==> config.mk <==
export PLATFORM = sky130hd
export DESIGN_NAME = mem_stage_flat
export DESIGN_NICKNAME = d
export VERILOG_FILES = /design/src/rtl/mem_stage_if.sv /design/src/rtl/mem_stage.sv /design/src/flat_wrapper.sv
export SDC_FILE = /design/constraint.sdc
export NUM_CORES = 1
export LEC_CHECK = 0
export CAP_MARGIN = 20
export CELL_PAD_IN_SITES_DETAIL_PLACEMENT = 1
export CELL_PAD_IN_SITES_GLOBAL_PLACEMENT = 1
export CORE_MARGIN = 3
export CORE_UTILIZATION = 26
export DETAILED_ROUTE_END_ITERATION = 8
export GPL_ROUTABILITY_DRIVEN = 0
export HOLD_SLACK_MARGIN = 0.05
export PLACE_DENSITY_LB_ADDON = 0.1
export SKIP_LAST_GASP = 1
export SLEW_MARGIN = 20
export SYNTH_ARGS = -nofsm -noshare
export SYNTH_HDL_FRONTEND = slang
export SYNTH_SLANG_ARGS = --single-unit
export TNS_END_PERCENT = 20
==> constraint.sdc <==
create_clock -name clk -period 9.35 [get_ports clk]
set_input_delay 2.3375 -clock clk [delete_from_list [all_inputs] [get_ports clk]]
set_output_delay 2.3375 -clock clk [all_outputs]
set_load 0.02 [all_outputs]
==> src/rtl/mem_stage_if.sv <==
// Data-memory request/acknowledge bus between the MEM stage and the data memory.
interface mem_stage_if;
   logic        dmem_req;
   logic        dmem_we;
   logic [0:31] dmem_addr;
   logic [0:3]  dmem_be;
   logic [0:31] dmem_wdata;
   logic        dmem_ack;
   logic [0:31] dmem_rdata;

   modport master (
      output dmem_req, dmem_we, dmem_addr, dmem_be, dmem_wdata,
      input  dmem_ack, dmem_rdata
   );

   modport slave (
      input  dmem_req, dmem_we, dmem_addr, dmem_be, dmem_wdata,
      output dmem_ack, dmem_rdata
   );
endinterface

==> src/rtl/mem_stage.sv <==
// MEM pipeline stage: issues data-memory accesses, aligns and extends loads,
// builds store lanes/byte enables, stalls the pipe during an access and
// raises mem_trap on misaligned/illegal sizes or a bus timeout.
module mem_stage #(
   parameter int unsigned TIMEOUT = 64
) (
   input  logic        clk,
   input  logic        reset,
   input  logic        in_valid,
   input  logic        flush,
   input  logic [0:31] alu_result,
   input  logic [0:31] next_pc,
   input  logic [0:31] store_data,
   input  logic [0:4]  dest_reg,
   input  logic        pc_to_reg,
   input  logic        reg_write,
   input  logic        mem_to_reg,
   input  logic        mem_write,
   input  logic        load_sign,
   input  logic [0:1]  dsize,
   mem_stage_if.master dmem,
   output logic        stall,
   output logic        wb_valid,
   output logic [0:31] wb_data,
   output logic [0:4]  wb_dest,
   output logic        wb_reg_write,
   output logic        mem_trap
);

   localparam logic [7:0] TIMER_LAST = 8'(TIMEOUT - 1);

   typedef enum logic [1:0] {IDLE, ACCESS, DONE} stateT;

   stateT       state, stateNext;
   logic [7:0]  timer, timerNext;
   logic        errorFlag, errorNext;
   logic        flushedFlag, flushedNext;
   logic [0:31] captureReg, captureNext;

   logic        memOp;
   logic        misalign;
   logic [0:1]  offset;
   logic [0:7]  byteSel;
   logic [0:15] halfSel;
   logic [0:31] loadValue;
   logic [0:3]  storeBe;
   logic [0:31] storeWord;

   assign memOp  = in_valid & (mem_to_reg | mem_write);
   assign offset = alu_result[30:31];

   // Size legality and alignment of the current effective address
   always_comb begin
      misalign = 1'b0;
      case (dsize)
         2'b00:   misalign = 1'b0;
         2'b01:   misalign = offset[1];
         2'b10:   misalign = (offset != 2'b00);
         default: misalign = 1'b1;
      endcase
   end

   // Load lane selection (big-endian) with sign/zero extension into the low bits
   always_comb begin
      byteSel = '0;
      case (offset)
         2'b00:   byteSel = dmem.dmem_rdata[0:7];
         2'b01:   byteSel = dmem.dmem_rdata[8:15];
         2'b10:   byteSel = dmem.dmem_rdata[16:23];
         default: byteSel = dmem.dmem_rdata[24:31];
      endcase
      halfSel = offset[0] ? dmem.dmem_rdata[16:31] : dmem.dmem_rdata[0:15];
      case (dsize)
         2'b00:   loadValue = {{24{load_sign & byteSel[0]}}, byteSel};
         2'b01:   loadValue = {{16{load_sign & halfSel[0]}}, halfSel};
         default: loadValue = dmem.dmem_rdata;
      endcase
   end

   // Store byte enables and lane replication
   always_comb begin
      storeBe   = '0;
      storeWord = store_data;
      case (dsize)
         2'b00: begin
            storeBe   = 4'b1000 >> offset;
            storeWord = {4{store_data[24:31]}};
         end
         2'b01: begin
            storeBe   = offset[0] ? 4'b0011 : 4'b1100;
            storeWord = {2{store_data[16:31]}};
         end
         default: begin
            storeBe   = '1;
            storeWord = store_data;
         end
      endcase
   end

   // State, access timer, error/flush flags and load capture register
   always_ff @(posedge clk or posedge reset) begin
      if (reset) begin
         state       <= IDLE;
         timer       <= '0;
         errorFlag   <= 1'b0;
         flushedFlag <= 1'b0;
         captureReg  <= '0;
      end else begin
         state       <= stateNext;
         timer       <= timerNext;
         errorFlag   <= errorNext;
         flushedFlag <= flushedNext;
         captureReg  <= captureNext;
      end
   end

   // Next-state logic, bus drive and writeback outputs
   always_comb begin
      stateNext        = state;
      timerNext        = timer;
      errorNext        = errorFlag;
      flushedNext      = flushedFlag;
      captureNext      = captureReg;
      dmem.dmem_req    = 1'b0;
      dmem.dmem_we     = 1'b0;
      dmem.dmem_addr   = '0;
      dmem.dmem_be     = '0;
      dmem.dmem_wdata  = '0;
      stall            = 1'b0;
      wb_valid         = 1'b0;
      wb_data          = '0;
      wb_dest          = dest_reg;
      mem_trap         = 1'b0;

      case (state)
         IDLE: begin
            wb_valid = in_valid & ~flush;
            wb_data  = pc_to_reg ? next_pc : alu_result;
            mem_trap = memOp & misalign & ~flush;
            if (memOp & ~misalign & ~flush) begin
               stall       = 1'b1;
               wb_valid    = 1'b0;
               stateNext   = ACCESS;
               timerNext   = '0;
               errorNext   = 1'b0;
               flushedNext = 1'b0;
            end
         end
         ACCESS: begin
            // Inputs are frozen by stall, so the bus fields stay stable
            dmem.dmem_req   = 1'b1;
            dmem.dmem_we    = mem_write;
            dmem.dmem_addr  = {alu_result[0:29], 2'b00};
            dmem.dmem_be    = storeBe;
            dmem.dmem_wdata = storeWord;
            stall           = 1'b1;
            if (flush) flushedNext = 1'b1;
            if (dmem.dmem_ack) begin
               captureNext = loadValue;
               stateNext   = DONE;
            end else if (timer == TIMER_LAST) begin
               errorNext = 1'b1;
               stateNext = DONE;
            end else begin
               timerNext = timer + 8'd1;
            end
         end
         DONE: begin
            wb_valid  = ~flushedFlag & ~flush;
            wb_data   = captureReg;
            mem_trap  = errorFlag;
            stateNext = IDLE;
         end
         default: stateNext = IDLE;
      endcase

      // Outputs read as zero while reset is held
      if (reset) begin
         dmem.dmem_req   = 1'b0;
         dmem.dmem_we    = 1'b0;
         dmem.dmem_addr  = '0;
         dmem.dmem_be    = '0;
         dmem.dmem_wdata = '0;
         stall           = 1'b0;
         wb_valid        = 1'b0;
         wb_data         = '0;
         wb_dest         = '0;
         mem_trap        = 1'b0;
      end
   end

   assign wb_reg_write = reg_write & wb_valid & ~mem_trap;

endmodule

==> src/flat_wrapper.sv <==
// flat-port wrapper written by rule: the top's interface ports become plain ports
module mem_stage_flat 
#(
   parameter int unsigned TIMEOUT = 64
)
  (clk, reset, in_valid, flush, alu_result, next_pc, store_data, dest_reg, pc_to_reg, reg_write, mem_to_reg, mem_write, load_sign, dsize, stall, wb_valid, wb_data, wb_dest, wb_reg_write, mem_trap, dmem_dmem_req, dmem_dmem_we, dmem_dmem_addr, dmem_dmem_be, dmem_dmem_wdata, dmem_dmem_ack, dmem_dmem_rdata);
  mem_stage_if dmem_i ();
  input  logic clk;
  input  logic reset;
  input  logic in_valid;
  input  logic flush;
  input  logic [0:31] alu_result;
  input  logic [0:31] next_pc;
  input  logic [0:31] store_data;
  input  logic [0:4] dest_reg;
  input  logic pc_to_reg;
  input  logic reg_write;
  input  logic mem_to_reg;
  input  logic mem_write;
  input  logic load_sign;
  input  logic [0:1] dsize;
  output logic stall;
  output logic wb_valid;
  output logic [0:31] wb_data;
  output logic [0:4] wb_dest;
  output logic wb_reg_write;
  output logic mem_trap;
  output wire logic [$bits(dmem_i.dmem_req)-1:0] dmem_dmem_req;
  output wire logic [$bits(dmem_i.dmem_we)-1:0] dmem_dmem_we;
  output wire logic [$bits(dmem_i.dmem_addr)-1:0] dmem_dmem_addr;
  output wire logic [$bits(dmem_i.dmem_be)-1:0] dmem_dmem_be;
  output wire logic [$bits(dmem_i.dmem_wdata)-1:0] dmem_dmem_wdata;
  input wire logic [$bits(dmem_i.dmem_ack)-1:0] dmem_dmem_ack;
  input wire logic [$bits(dmem_i.dmem_rdata)-1:0] dmem_dmem_rdata;
  assign dmem_dmem_req = dmem_i.dmem_req;
  assign dmem_dmem_we = dmem_i.dmem_we;
  assign dmem_dmem_addr = dmem_i.dmem_addr;
  assign dmem_dmem_be = dmem_i.dmem_be;
  assign dmem_dmem_wdata = dmem_i.dmem_wdata;
  assign dmem_i.dmem_ack = dmem_dmem_ack;
  assign dmem_i.dmem_rdata = dmem_dmem_rdata;
  mem_stage #(.TIMEOUT(TIMEOUT)) u_core (.clk(clk), .reset(reset), .in_valid(in_valid), .flush(flush), .alu_result(alu_result), .next_pc(next_pc), .store_data(store_data), .dest_reg(dest_reg), .pc_to_reg(pc_to_reg), .reg_write(reg_write), .mem_to_reg(mem_to_reg), .mem_write(mem_write), .load_sign(load_sign), .dsize(dsize), .dmem(dmem_i), .stall(stall), .wb_valid(wb_valid), .wb_data(wb_data), .wb_dest(wb_dest), .wb_reg_write(wb_reg_write), .mem_trap(mem_trap));
endmodule
==> metrics.csv <==
metric;value;unit
synth_top_area_share;27.7;%
rrSetupSlack;6640;ps
synth_xor_area_share;0;%
worst-path-max-fanout;29;
max_freq;138;MHz
fin_crit_sh;77.8;%
p_int;0.528;mW
cts_setup_buffers;0;
cts_resized;0;
synthMuxAreaShare;17.2;%
drt_iter0_drc;218;
async_reset_ff_share;100;%
drc;0;
ys_seq_area_share;27.7;%
finalCriticalPeriod;7270;ps
wl_met2;9.05;mm
synth_top_family_by_area;simple AND/OR/NAND/NOR gates;
synth_area_leaders;dfrtp_1 28%, mux2i_1 15%, nor2_1 9.3%;
crit_type;in -> out;
final_util;45.7;%
setup.worst_path.start;reset;
ir_worst_vdd;0.0653;mV
grt_pass1_wl;27.2;mm
die_area;16800;sq um
dr.max_layer_used;met5;
core;14800;sq um
grt_pass1_vias;4984;
final_nets;923;
synth_cell_type_count;44;
synthSimpleGateAreaFrac;31.5;%
grt_max_degree;74;
pin_count;256;
crit_required;7010;ps
hold_buffers;0;
root_buffer;clkbuf_16;
maxCapViolCount;0;
synth_top_cell_by_area;dfrtp_1;
p_sw;0.278;mW
die_x;130;um
cts.sinks;44;
r2r_start;u_core.state[1]$_DFFE_PP0P_;
vias_per_cell;5.06;
tns;0;ps
h-tree-depth;2;
num_vias;4863;
p_leak;2.97;nW
synth_adder_area_share;0.315;%
ys_warn_count;0;
pwr-share-seq;35.7;%
dr.pass1.iters;4;
power.density;120;nW/um^2
initial_core_util;26.9;%
outcome;finished, final reports clean;
reg2reg_to;u_core.captureReg[21]$_DFFE_PP0P_;
cts_buffer_depth;2;
wl_met1;7.54;mm
worstMarginPinSlew;982;ps
grt.total_usage;20.1;%
critPathCaptureType;primary output;
hold_viol_final;0;
setup_viol;0;
grt_overflow;0;
min_to;u_core.captureReg[30]$_DFFE_PP0P_;
clock_latency;290;ps
max_slew_margin;34.5;%
cts_inserted_buffers;5;
syn_avg_cell_area;7.13;sq um
synthCells;557;
sw_frac_of_total;34.5;%
pwr-share-comb;38.9;%
fin_skew;4.08;ps
wirelength;18.0;mm
synth_compound_area_share;16.3;%
min_path_cells;2;
crit_arrival;4930;ps
clkPwrFrac;25.3;%
avgRoutedWirePerCell;18.8;um
cts_tree;done;
start_kind;input pin;
cts.clk_slew.worst_paths;60;ps
p_total;0.806;mW
dpl.hpwl;13.7;mm
die_h;130;um
rows;44;
antenna_cells;0;
area_growth;69.9;%
numPortBuffers;253;
postRouteAntennaNets;0;
reg2reg_depth;6;
grt_setup_unrepaired;no;
wl_met3;1.33;mm
min_path_type;reg -> reg;
finalMaxSlewViolations;0;
antenna_found_initial;1;
drive_gt1_share;4.50;%
hp-start;u_core.captureReg[30]$_DFFE_PP0P_;
synth.cell_area;3970;sq um
ys_ff_latch;44;
synth_top_flop_cell;dfrtp_1;
synth-edff-count;0;
-- power groups by stage --
stage	combinational (mW)	clock, mW	sequential (mW)
finish	0.314	0.204	0.288
detailed placement	0.316	0	0.292
global route	0.347	0.216	0.294
global placement	0.307	0	0.290
floorplan	0.170	0	0.274
CTS	0.318	0.210	0.288
-- state kept, by name (all words and copies together), names as in the netlist --
| signal | cells |
|---|---|
| u_core.state | 2 |
| u_core.captureReg | 32 |
| u_core.errorFlag | 1 |
| u_core.timer | 8 |
| u_core.flushedFlag | 1 |
-- layout make-up --
class,instances,area [sq um]
clock buffers,6,129
fillers,1795,8010
flip-flops and latches,44,1100
clock inverters,2,35.0
repair buffers,262,2590
inverters,12,45.0
multi-input cells,452,2610
well taps,184,230
-- worst max-delay path, cell delays in order --
cell	delay (ps)
clkdlybuf4s50_1	530
inv_2	380
nand2_1	660
a21oi_1	370
clkdlybuf4s50_1	650
-- through the flow --
step | hold WS (ps) | instance area, sq um | setup slack (ps) | std cells
after detailed placement | 471 | 6580 | 2000 | 954
after global placement | 468 | 6580 | 2070 | 954
final | 483 | 6740 | 2080 | 962
after global routing | 524 | 6740 | 1800 | 962
after floorplan | 450 | 3970 | 2660 | 558
after CTS | 485 | 6740 | 1990 | 962
-- routing by layer --
| metal | track usage, % | up-vias |
|---|---|---|
| met2 | 36.2 | 159 |
| met3 | 5.15 | 10 |
| met4 | 2.69 | 2 |
| met5 | 0 | - |
| met1 | 25.0 | 2319 |
| li1 | - | 2373 |
-- cells in the mapped netlist (all sizes together), types with 2 or more instances --
| cell | n |
|---|---|
| o221ai | 2 |
| a31oi | 2 |
| nor2b | 7 |
| nor2 | 98 |
| mux2i | 58 |
| nor3 | 4 |
| a22oi | 7 |
| mux2 | 7 |
| a211oi | 2 |
| inv | 12 |
| or2 | 2 |
| or4 | 2 |
| nor4 | 2 |
| nand2 | 64 |
| clkbuf | 30 |
| dfrtp | 44 |
| nand2b | 7 |
| a21oi | 61 |
| o21ai | 27 |
| buf | 20 |
| and3 | 39 |
| o31ai | 3 |
| or3 | 3 |
| nand3 | 38 |
-- how the worst max path moves through the flow --
stage                                     end  slack (ps)  cells after the start
after global routing      dmem_dmem_wdata[14]        1800                      5
final                         dmem_dmem_be[2]        2080                      5
after floorplan            dmem_dmem_addr[30]        2660                      3
after CTS                  dmem_dmem_wdata[9]        1990                      6
after detailed placement   dmem_dmem_wdata[9]        2000                      6
after global placement    dmem_dmem_wdata[13]        2070                      6
-- layout by cell type (no fill, tap or decap), types with 10 or more instances in the layout --
cell             count
clkdlybuf4s50_1    251
nor2_1              98
nand2_1             64
a21oi_1             61
mux2i_1             58
dfrtp_1             43
and3_1              39
nand3_1             38
o21ai_0             27
inv_1               11
buf_4               10
-- logic make-up after synthesis --
logic type      count (synthesis)
compound gates                112
fa+ha+maj                       1
buf+inv                        62
flops                          44
mux                            66
other cells                     1
simple gates                  271
(Power assumes the default switching activity.)
